$ cat config.mk
export PLATFORM = sky130hd
export DESIGN_NAME = instr_fetch_flat
export DESIGN_NICKNAME = d
export VERILOG_FILES = /design/src/rtl/instr_fetch_pkg.sv /design/src/rtl/instr_fetch_if.sv /design/src/rtl/instr_fetch.sv /design/src/flat_wrapper.sv
export SDC_FILE = /design/constraint.sdc
export NUM_CORES = 1
export LEC_CHECK = 0
export CELL_PAD_IN_SITES_DETAIL_PLACEMENT = 1
export CELL_PAD_IN_SITES_GLOBAL_PLACEMENT = 1
export CORE_MARGIN = 10
export CORE_UTILIZATION = 41
export CTS_BUF_LIST = sky130_fd_sc_hd__clkbuf_16
export DETAILED_ROUTE_END_ITERATION = 8
export GPL_TIMING_DRIVEN = 1
export PLACE_DENSITY_LB_ADDON = 0.1
export SETUP_SLACK_MARGIN = 0.1
export SLEW_MARGIN = 20
export SYNTH_ARGS = -nofsm -noshare
export SYNTH_HDL_FRONTEND = slang
export SYNTH_SLANG_ARGS = --single-unit
$ cat constraint.sdc
create_clock -name clk -period 4.99 [get_ports clk]
set_input_delay 1.2475 -clock clk [delete_from_list [all_inputs] [get_ports clk]]
set_output_delay 1.2475 -clock clk [all_outputs]
set_load 0.03 [all_outputs]
$ cat src/rtl/instr_fetch_pkg.sv
// Constants shared between the fetch stage and the main control decoder:
// fetch FSM encoding, instruction geometry and PC increment.
package instr_fetch_pkg;

  localparam int INSTR_W    = 32;
  localparam int OPCODE_MSB = 31;
  localparam int OPCODE_LSB = 26;
  localparam int OPCODE_W   = OPCODE_MSB - OPCODE_LSB + 1;

  localparam logic [INSTR_W-1:0] PC_STEP = 32'd4;

  typedef enum logic [1:0] {
    S_FETCH = 2'd0,
    S_HOLD  = 2'd1,
    S_DRAIN = 2'd2
  } state_e;

endpackage

$ cat src/rtl/instr_fetch_if.sv
// Bundle of the fetch stage's memory, decode and redirect signals; the fetch
// stage drives the master side, memory/decode/hazard logic sit on the slave side.
interface instr_fetch_if
  import instr_fetch_pkg::*;
#(
  parameter int CNT_W = 16
);

  logic               imem_req;
  logic [INSTR_W-1:0] imem_addr;
  logic               imem_ack;
  logic [INSTR_W-1:0] imem_rdata;

  logic                out_valid;
  logic                out_ready;
  logic [INSTR_W-1:0]  instr;
  logic [OPCODE_W-1:0] opcode;
  logic [INSTR_W-1:0]  pc_out;

  logic               redirect;
  logic [INSTR_W-1:0] redirect_pc;

  logic [CNT_W-1:0] fetch_count;

  modport master (
    output imem_req, imem_addr, out_valid, instr, opcode, pc_out, fetch_count,
    input  imem_ack, imem_rdata, out_ready, redirect, redirect_pc
  );

  modport slave (
    input  imem_req, imem_addr, out_valid, instr, opcode, pc_out, fetch_count,
    output imem_ack, imem_rdata, out_ready, redirect, redirect_pc
  );

endinterface

$ cat src/rtl/instr_fetch.sv
// Instruction-fetch stage: one outstanding word read at a time, a single output
// register toward decode, and redirect handling that drains an in-flight read.
module instr_fetch
  import instr_fetch_pkg::*;
#(
  parameter logic [31:0] RESET_PC = 32'h0000_0000,
  parameter int          CNT_W    = 16
) (
  input logic           clk,
  input logic           rst_n,
  instr_fetch_if.master bus
);

  state_e             state, state_n;
  logic [INSTR_W-1:0] pc, pc_n;
  logic [INSTR_W-1:0] addr_q, addr_n;
  logic [INSTR_W-1:0] instr_q, pc_out_q;
  logic               req_q, req_n;
  logic               valid_q, valid_n;
  logic               load;
  logic [CNT_W-1:0]   cnt_q;

  logic               acked, handshake;
  logic [INSTR_W-1:0] target;
  logic               unused_pc_bits;

  // An ack only means something while our request is actually on the bus.
  assign acked          = req_q && bus.imem_ack;
  assign handshake      = valid_q && bus.out_ready;
  assign target         = {bus.redirect_pc[31:2], 2'b00};
  assign unused_pc_bits = ^bus.redirect_pc[1:0];

  // NOTE: every always_comb output gets a default before the case so no path
  // leaves a variable unassigned, which would otherwise infer a latch.
  always_comb begin
    state_n = state;
    pc_n    = pc;
    valid_n = valid_q;
    load    = 1'b0;

    unique case (state)
      S_FETCH: begin
        if (bus.redirect) begin
          pc_n    = target;
          valid_n = 1'b0;
          // A request already on the bus cannot be withdrawn; wait out its ack.
          state_n = (req_q && !acked) ? S_DRAIN : S_FETCH;
        end else if (acked) begin
          load    = 1'b1;
          pc_n    = pc + PC_STEP;
          valid_n = 1'b1;
          state_n = S_HOLD;
        end
      end
      S_HOLD: begin
        if (bus.redirect) begin
          pc_n    = target;
          valid_n = 1'b0;
          state_n = S_FETCH;
        end else if (handshake) begin
          valid_n = 1'b0;
          state_n = S_FETCH;
        end
      end
      S_DRAIN: begin
        if (bus.redirect) pc_n = target;
        if (acked)        state_n = S_FETCH;
      end
      default: state_n = S_FETCH;
    endcase

    req_n  = (state_n != S_HOLD);
    addr_n = (req_q && !acked) ? addr_q : pc_n;
  end

  // NOTE: state registers use non-blocking assignments so every flop samples
  // the pre-edge values regardless of statement order.
  always_ff @(posedge clk or negedge rst_n) begin
    if (!rst_n) begin
      state    <= S_FETCH;
      pc       <= RESET_PC;
      addr_q   <= RESET_PC;
      req_q    <= 1'b0;
      valid_q  <= 1'b0;
      instr_q  <= '0;
      pc_out_q <= '0;
      cnt_q    <= '0;
    end else begin
      state   <= state_n;
      pc      <= pc_n;
      addr_q  <= addr_n;
      req_q   <= req_n;
      valid_q <= valid_n;
      if (load) begin
        instr_q  <= bus.imem_rdata;
        pc_out_q <= pc;
      end
      // A handshake coinciding with a redirect still delivered its instruction.
      if (handshake) cnt_q <= cnt_q + CNT_W'(1);
    end
  end

  assign bus.imem_req    = req_q;
  assign bus.imem_addr   = addr_q;
  assign bus.out_valid   = valid_q;
  assign bus.instr       = instr_q;
  assign bus.opcode      = instr_q[OPCODE_MSB:OPCODE_LSB];
  assign bus.pc_out      = pc_out_q;
  assign bus.fetch_count = cnt_q;

endmodule

$ cat src/flat_wrapper.sv
// flat-port wrapper written by rule: the top's interface ports become plain ports
module instr_fetch_flat import instr_fetch_pkg::*;
#(
  parameter logic [31:0] RESET_PC = 32'h0000_0000,
  parameter int          CNT_W    = 16
)
  (clk, rst_n, bus_imem_req, bus_imem_addr, bus_out_valid, bus_instr, bus_opcode, bus_pc_out, bus_fetch_count, bus_imem_ack, bus_imem_rdata, bus_out_ready, bus_redirect, bus_redirect_pc);
  instr_fetch_if #(.CNT_W(CNT_W)) bus_i ();
  input logic clk;
  input logic rst_n;
  output wire logic [$bits(bus_i.imem_req)-1:0] bus_imem_req;
  output wire logic [$bits(bus_i.imem_addr)-1:0] bus_imem_addr;
  output wire logic [$bits(bus_i.out_valid)-1:0] bus_out_valid;
  output wire logic [$bits(bus_i.instr)-1:0] bus_instr;
  output wire logic [$bits(bus_i.opcode)-1:0] bus_opcode;
  output wire logic [$bits(bus_i.pc_out)-1:0] bus_pc_out;
  output wire logic [$bits(bus_i.fetch_count)-1:0] bus_fetch_count;
  input wire logic [$bits(bus_i.imem_ack)-1:0] bus_imem_ack;
  input wire logic [$bits(bus_i.imem_rdata)-1:0] bus_imem_rdata;
  input wire logic [$bits(bus_i.out_ready)-1:0] bus_out_ready;
  input wire logic [$bits(bus_i.redirect)-1:0] bus_redirect;
  input wire logic [$bits(bus_i.redirect_pc)-1:0] bus_redirect_pc;
  assign bus_imem_req = bus_i.imem_req;
  assign bus_imem_addr = bus_i.imem_addr;
  assign bus_out_valid = bus_i.out_valid;
  assign bus_instr = bus_i.instr;
  assign bus_opcode = bus_i.opcode;
  assign bus_pc_out = bus_i.pc_out;
  assign bus_fetch_count = bus_i.fetch_count;
  assign bus_i.imem_ack = bus_imem_ack;
  assign bus_i.imem_rdata = bus_imem_rdata;
  assign bus_i.out_ready = bus_out_ready;
  assign bus_i.redirect = bus_redirect;
  assign bus_i.redirect_pc = bus_redirect_pc;
  instr_fetch #(.RESET_PC(RESET_PC), .CNT_W(CNT_W)) u_core (.clk(clk), .rst_n(rst_n), .bus(bus_i));
endmodule
* After elaboration in Yosys (flattened, before gate mapping)
Cells that the tools add are included.
Widths: inputs -> output; s select.
** Storage, ports and cells
- Register bits :: 148
- Logic and storage cells :: 42
- Input port bits :: 69
** Cells by class
- Equality and inequality tests :: 5
- Add/subtract/negate cells :: 2
- Reduce and logical (&&, ||, !) cells :: 8
- Multiplexer cells :: 19
** Operator list (count)
- $mux 32 :: 3
- $pmux 32 s2 :: 1
- $add 32x3->32 const B :: 1
- $add 16x1->16 const B :: 1
- $mux 2 :: 6
- $mux 1 :: 7
- $ne 3x2->1 const B :: 2
- $pmux 2 s3 :: 1
- $logic_and 1x1->1 :: 3
- $reduce_and 3->1 :: 1
- $eq 2x1->1 const B :: 1
- $eq 2x2->1 const B :: 1
- $logic_not 2->1 :: 1
- $ne 2x1->1 const B :: 1
- $pmux 1 s2 :: 1
- $reduce_bool 2->1 :: 1
- $reduce_or 2->1 :: 1
- $logic_not 1->1 :: 1

* Longest topological paths before layout
- Word-level depth :: 7
- Depth in mapped cells :: 9
- Mapped depth without buffers :: 7

* Least setup slack after synthesis
OpenSTA, ideal clock, no wires.
- Path type :: input to register
- Start point :: input port bus_redirect
- End point :: register u_core.instr_q[24] (netlist: u_core.bus.instr[24])
- Required time :: 4.865 ns
- Setup slack :: 2.026 ns
- Data arrival time :: 2.839 ns
- Setup time :: 0.125 ns
- Stages :: 6
- Path through :: clkbuf_1 -> buf_2 -> nand4b_1 -> clkbuf_1 -> buf_2 -> mux2_2
** Between the ends
- Word-level cells in the longest chain between the ends :: 2
** RTL lines
- from (decl) :: line flat_wrapper.sv:21 : input wire logic [$bits(bus_i.redirect)-1:0] bus_redirect;
- $mux 1 :: line instr_fetch.sv:43 : if (bus.redirect) begin
- $mux 1 :: line instr_fetch.sv:41 : unique case (state)
- to (signal assigned) :: line instr_fetch.sv:95 : instr_q <= bus.imem_rdata;
- to (decl) :: line instr_fetch.sv:17 : logic [INSTR_W-1:0] instr_q, pc_out_q;
Every way passes these cells.
A chain may end at the register's enable or synchronous reset.

* Worst setup path after layout
- Start point :: input port bus_imem_ack
- End point :: register u_core.addr_q[16] (netlist: u_core.bus.imem_addr[16])
** Between the ends
- Word-level cells in the longest chain between the ends :: 4
- Elaborated cells between the ends (all ways) :: 6
- Those cells by class :: mux (3); reduce/logical (3)
** RTL lines
- from (decl) :: line flat_wrapper.sv:18 : input wire logic [$bits(bus_i.imem_ack)-1:0] bus_imem_ack;
- $logic_and 1x1->1 (*) :: line instr_fetch.sv:28 : assign acked = req_q && bus.imem_ack;
- $mux 32 :: line instr_fetch.sv:48 : end else if (acked) begin
- $mux 32 :: line instr_fetch.sv:43
- $pmux 32 s2 :: line instr_fetch.sv:41
- to (signal assigned) :: line instr_fetch.sv:91 : addr_q <= addr_n;
- to (decl) :: line instr_fetch.sv:16 : logic [INSTR_W-1:0] addr_q, addr_n;
Mark *: on every way between the ends. The rest lies on a longest branch, timed or not.

==> reports/results.ini <==
[routing]
met1Wirelength_um = 9830
routed_wirelength_um = 24200
vias_per_cell = 5.76
wire_per_inst_um = 22.8
final_antenna_net_count = 0
first_pass_iters = 4
top_layer_used = met4
vias = 6112
dr_wl_met3_um = 1400
drc_errors = 0
drt_iter0_markers = 311
met2_length_um = 12600

[logic_synthesis]
yosys.area.top_type = dfrtp_1
synthFlopType = dfrtp_1
synth_seq_cells = 148
yosys_warnings = 0
postSynthCellCount = 659
synth_area_leaders = dfrtp_1 51%, mux2_2 14%, nand2_1 2.3%
syn_avg_cell_area_um2 = 11.1
synth_nets = 734
syn_area_um2 = 7320
synth_edf_count = 0
synth_cell_type_count = 68
yosysSeqAreaShare = 0.506
yosysMostFrequentCell = dfrtp_1
synthArstFlopShare = 1.00
yosys.area.top_type_share = 0.506
synth_common_cells = 148 x dfrtp_1, 92 x mux2_2, 44 x nand2_1, 44 x nor2_1

[timing]
worst_slack_ps = 1430
relSlewSlack = 0.327
post-route-period-util = 0.713
rsz0062_at_grt = no
min_period_ps = 3560
worst_pin_slew_ps = 1010
hold_violations = 0
fin_hold_ws_ps = 478
setup_viol = 0
fmax_mhz = 281
fin_worst_skew_ps = 10.4
drv_slew = 0
fin_tns_setup_ps = 0

[clocking]
ctsHoldBuffers = 0
cts-root-buf = clkbuf_16
cts_buffer_depth = 2
worstSkewPairLatency_ps = 420
post-cts-setup-buffers = 0
cts.sinks = 148
ctsResizeCount = 0
cts_tree = yes
clk_transition_reported_paths_ps = 60
numCtsBuffers = 17
cts_max_level = 4

[global_routing]
first_global_vias = 6591
grt_first_pass_wirelength_um = 38100
grt_usage = 0.200
gr-total-overflow = 0
antenna_found_initial = 0
grt_max_degree = 107

[finish]
nFillCells = 1837
drive_gt1_frac = 0.178
fin_area_um2 = 9870
nets = 899
syn_to_final_growth_pct = 34.8
antenna_cells = 0

[floorplan]
coreArea_um2 = 17400
rows = 48
die_w_um = 154
dieHeight_um = 154
initial_core_util = 0.420
ios = 189
die_area_um2 = 23600

[worst_setup_path]
cp_max_fo = 9
critPathLaunchType = input pin
slowest_delay_ps = 830
path_class = in -> reg
path_cells = clkdlybuf4s50_1, nand3b_1, nor4_1, nand3_1, mux2i_1, a41oi_1
cp_slowest_cell = nor4_1
critPathArrivalTime_ps = 3830
cp-end-kind = flip-flop
crit_required_ps = 5260

[min_path]
min_path_type = reg -> reg

[power_and_ir_drop]
vdd_drop_max_v = 0.000355
power_per_cell_area_nw_per_um2 = 712
power.leakage_nw = 4.18
power.total_mw = 7.03

[outcome]
outcome = complete, no violations

[placed_design]
io_buffers = 186
placed_area_um2 = 9310
hpwlAfterDp_um = 17400
pre_cts_ws_ps = 1070
gp_congestion = 0.928

[flow_run]
drv_cap = 0

## routing by layer
metal  vias up  track usage
li1       2743            -
met1      3139        0.237
met2       198        0.349
met3        32       0.0510
met4         0       0.0589
met5         -            0
## per-stage QoR
stage	cells	util
final	1062	0.567
after global routing	1062	0.567
after CTS	1062	0.566
after detailed placement	1030	0.534
after global placement	1030	0.534
after floorplan	659	-
## kinds of logic (layout without fill, tap and decap cells)
kind of cell	count (synthesis)	after routing	share of synthesized area
flops	148	148	0.506
xor+xnor	16	16	0.0191
mux	102	102	0.156
compound gates	127	127	0.123
simple gates	203	203	0.150
fa+ha+maj	6	6	0.0103
buf+inv	57	235	0.0359
## area by class of cell
| class | instances | area [µm²] | area share |
|---|---|---|---|
| flip-flops and latches | 148 | 3700 | 0.375 |
| well taps | 225 | 282 | 0.0285 |
| clock buffers | 17 | 425 | 0.0431 |
| multi-input cells | 454 | 3350 | 0.340 |
| inverters | 7 | 26.3 | 0.00266 |
| repair buffers | 196 | 1950 | 0.197 |
| clock inverters | 15 | 131 | 0.0133 |
## critical path: cells and delay by family
family | cells | cell delay [ps]
simple gates | 3 | 1460
buf+inv | 1 | 740
mux | 1 | 250
compound gates | 1 | 140
## cells in the final DEF, fill, tap and decap left out, types with 10 or more instances in the layout
master / Yosys / routed
clkdlybuf4s50_1: 0 / 184
dfrtp_1: 148 / 148
mux2_2: 92 / 92
nand2_1: 44 / 44
nor2_1: 44 / 44
a21oi_1: 29 / 29
nand3_1: 22 / 22
nor2b_1: 18 / 17
clkbuf_16: 0 / 17
a31oi_1: 15 / 15
o21ai_0: 15 / 15
nand4_1: 13 / 13
a22oi_1: 10 / 10
xnor2_1: 10 / 10
## final timing paths
path	start	end	slack (ps)	cells past startpoint
max reg2reg	u_core.state[0]	u_core.bus.imem_addr[17]	1770	7
max in group asynchronous	rst_n	u_core.bus.imem_addr[29]	3130	2
min	u_core.bus.fetch_count[15]	u_core.bus.fetch_count[15]	480	1
min reg2reg	u_core.bus.fetch_count[15]	u_core.bus.fetch_count[15]	480	1
min in group asynchronous	rst_n	u_core.bus.instr[19]	920	1
max	bus_imem_ack	u_core.bus.imem_addr[16]	1430	6
## where the power goes
group / internal [mW] / switching (mW)
combinational: 1.53 / 2.04
clock: 0.687 / 0.532
sequential: 1.73 / 0.508
## state kept, by name, summed over array words and instances (netlist names)
| register | count |
|---|---|
| u_core.bus.out_valid | 1 |
| u_core.bus.imem_req | 1 |
| u_core.pc | 32 |
| u_core.bus.pc_out | 32 |
| u_core.bus.imem_addr | 32 |
| u_core.bus.fetch_count | 16 |
| u_core.state | 2 |
| u_core.bus.instr | 32 |
(Power assumes the default switching activity.)
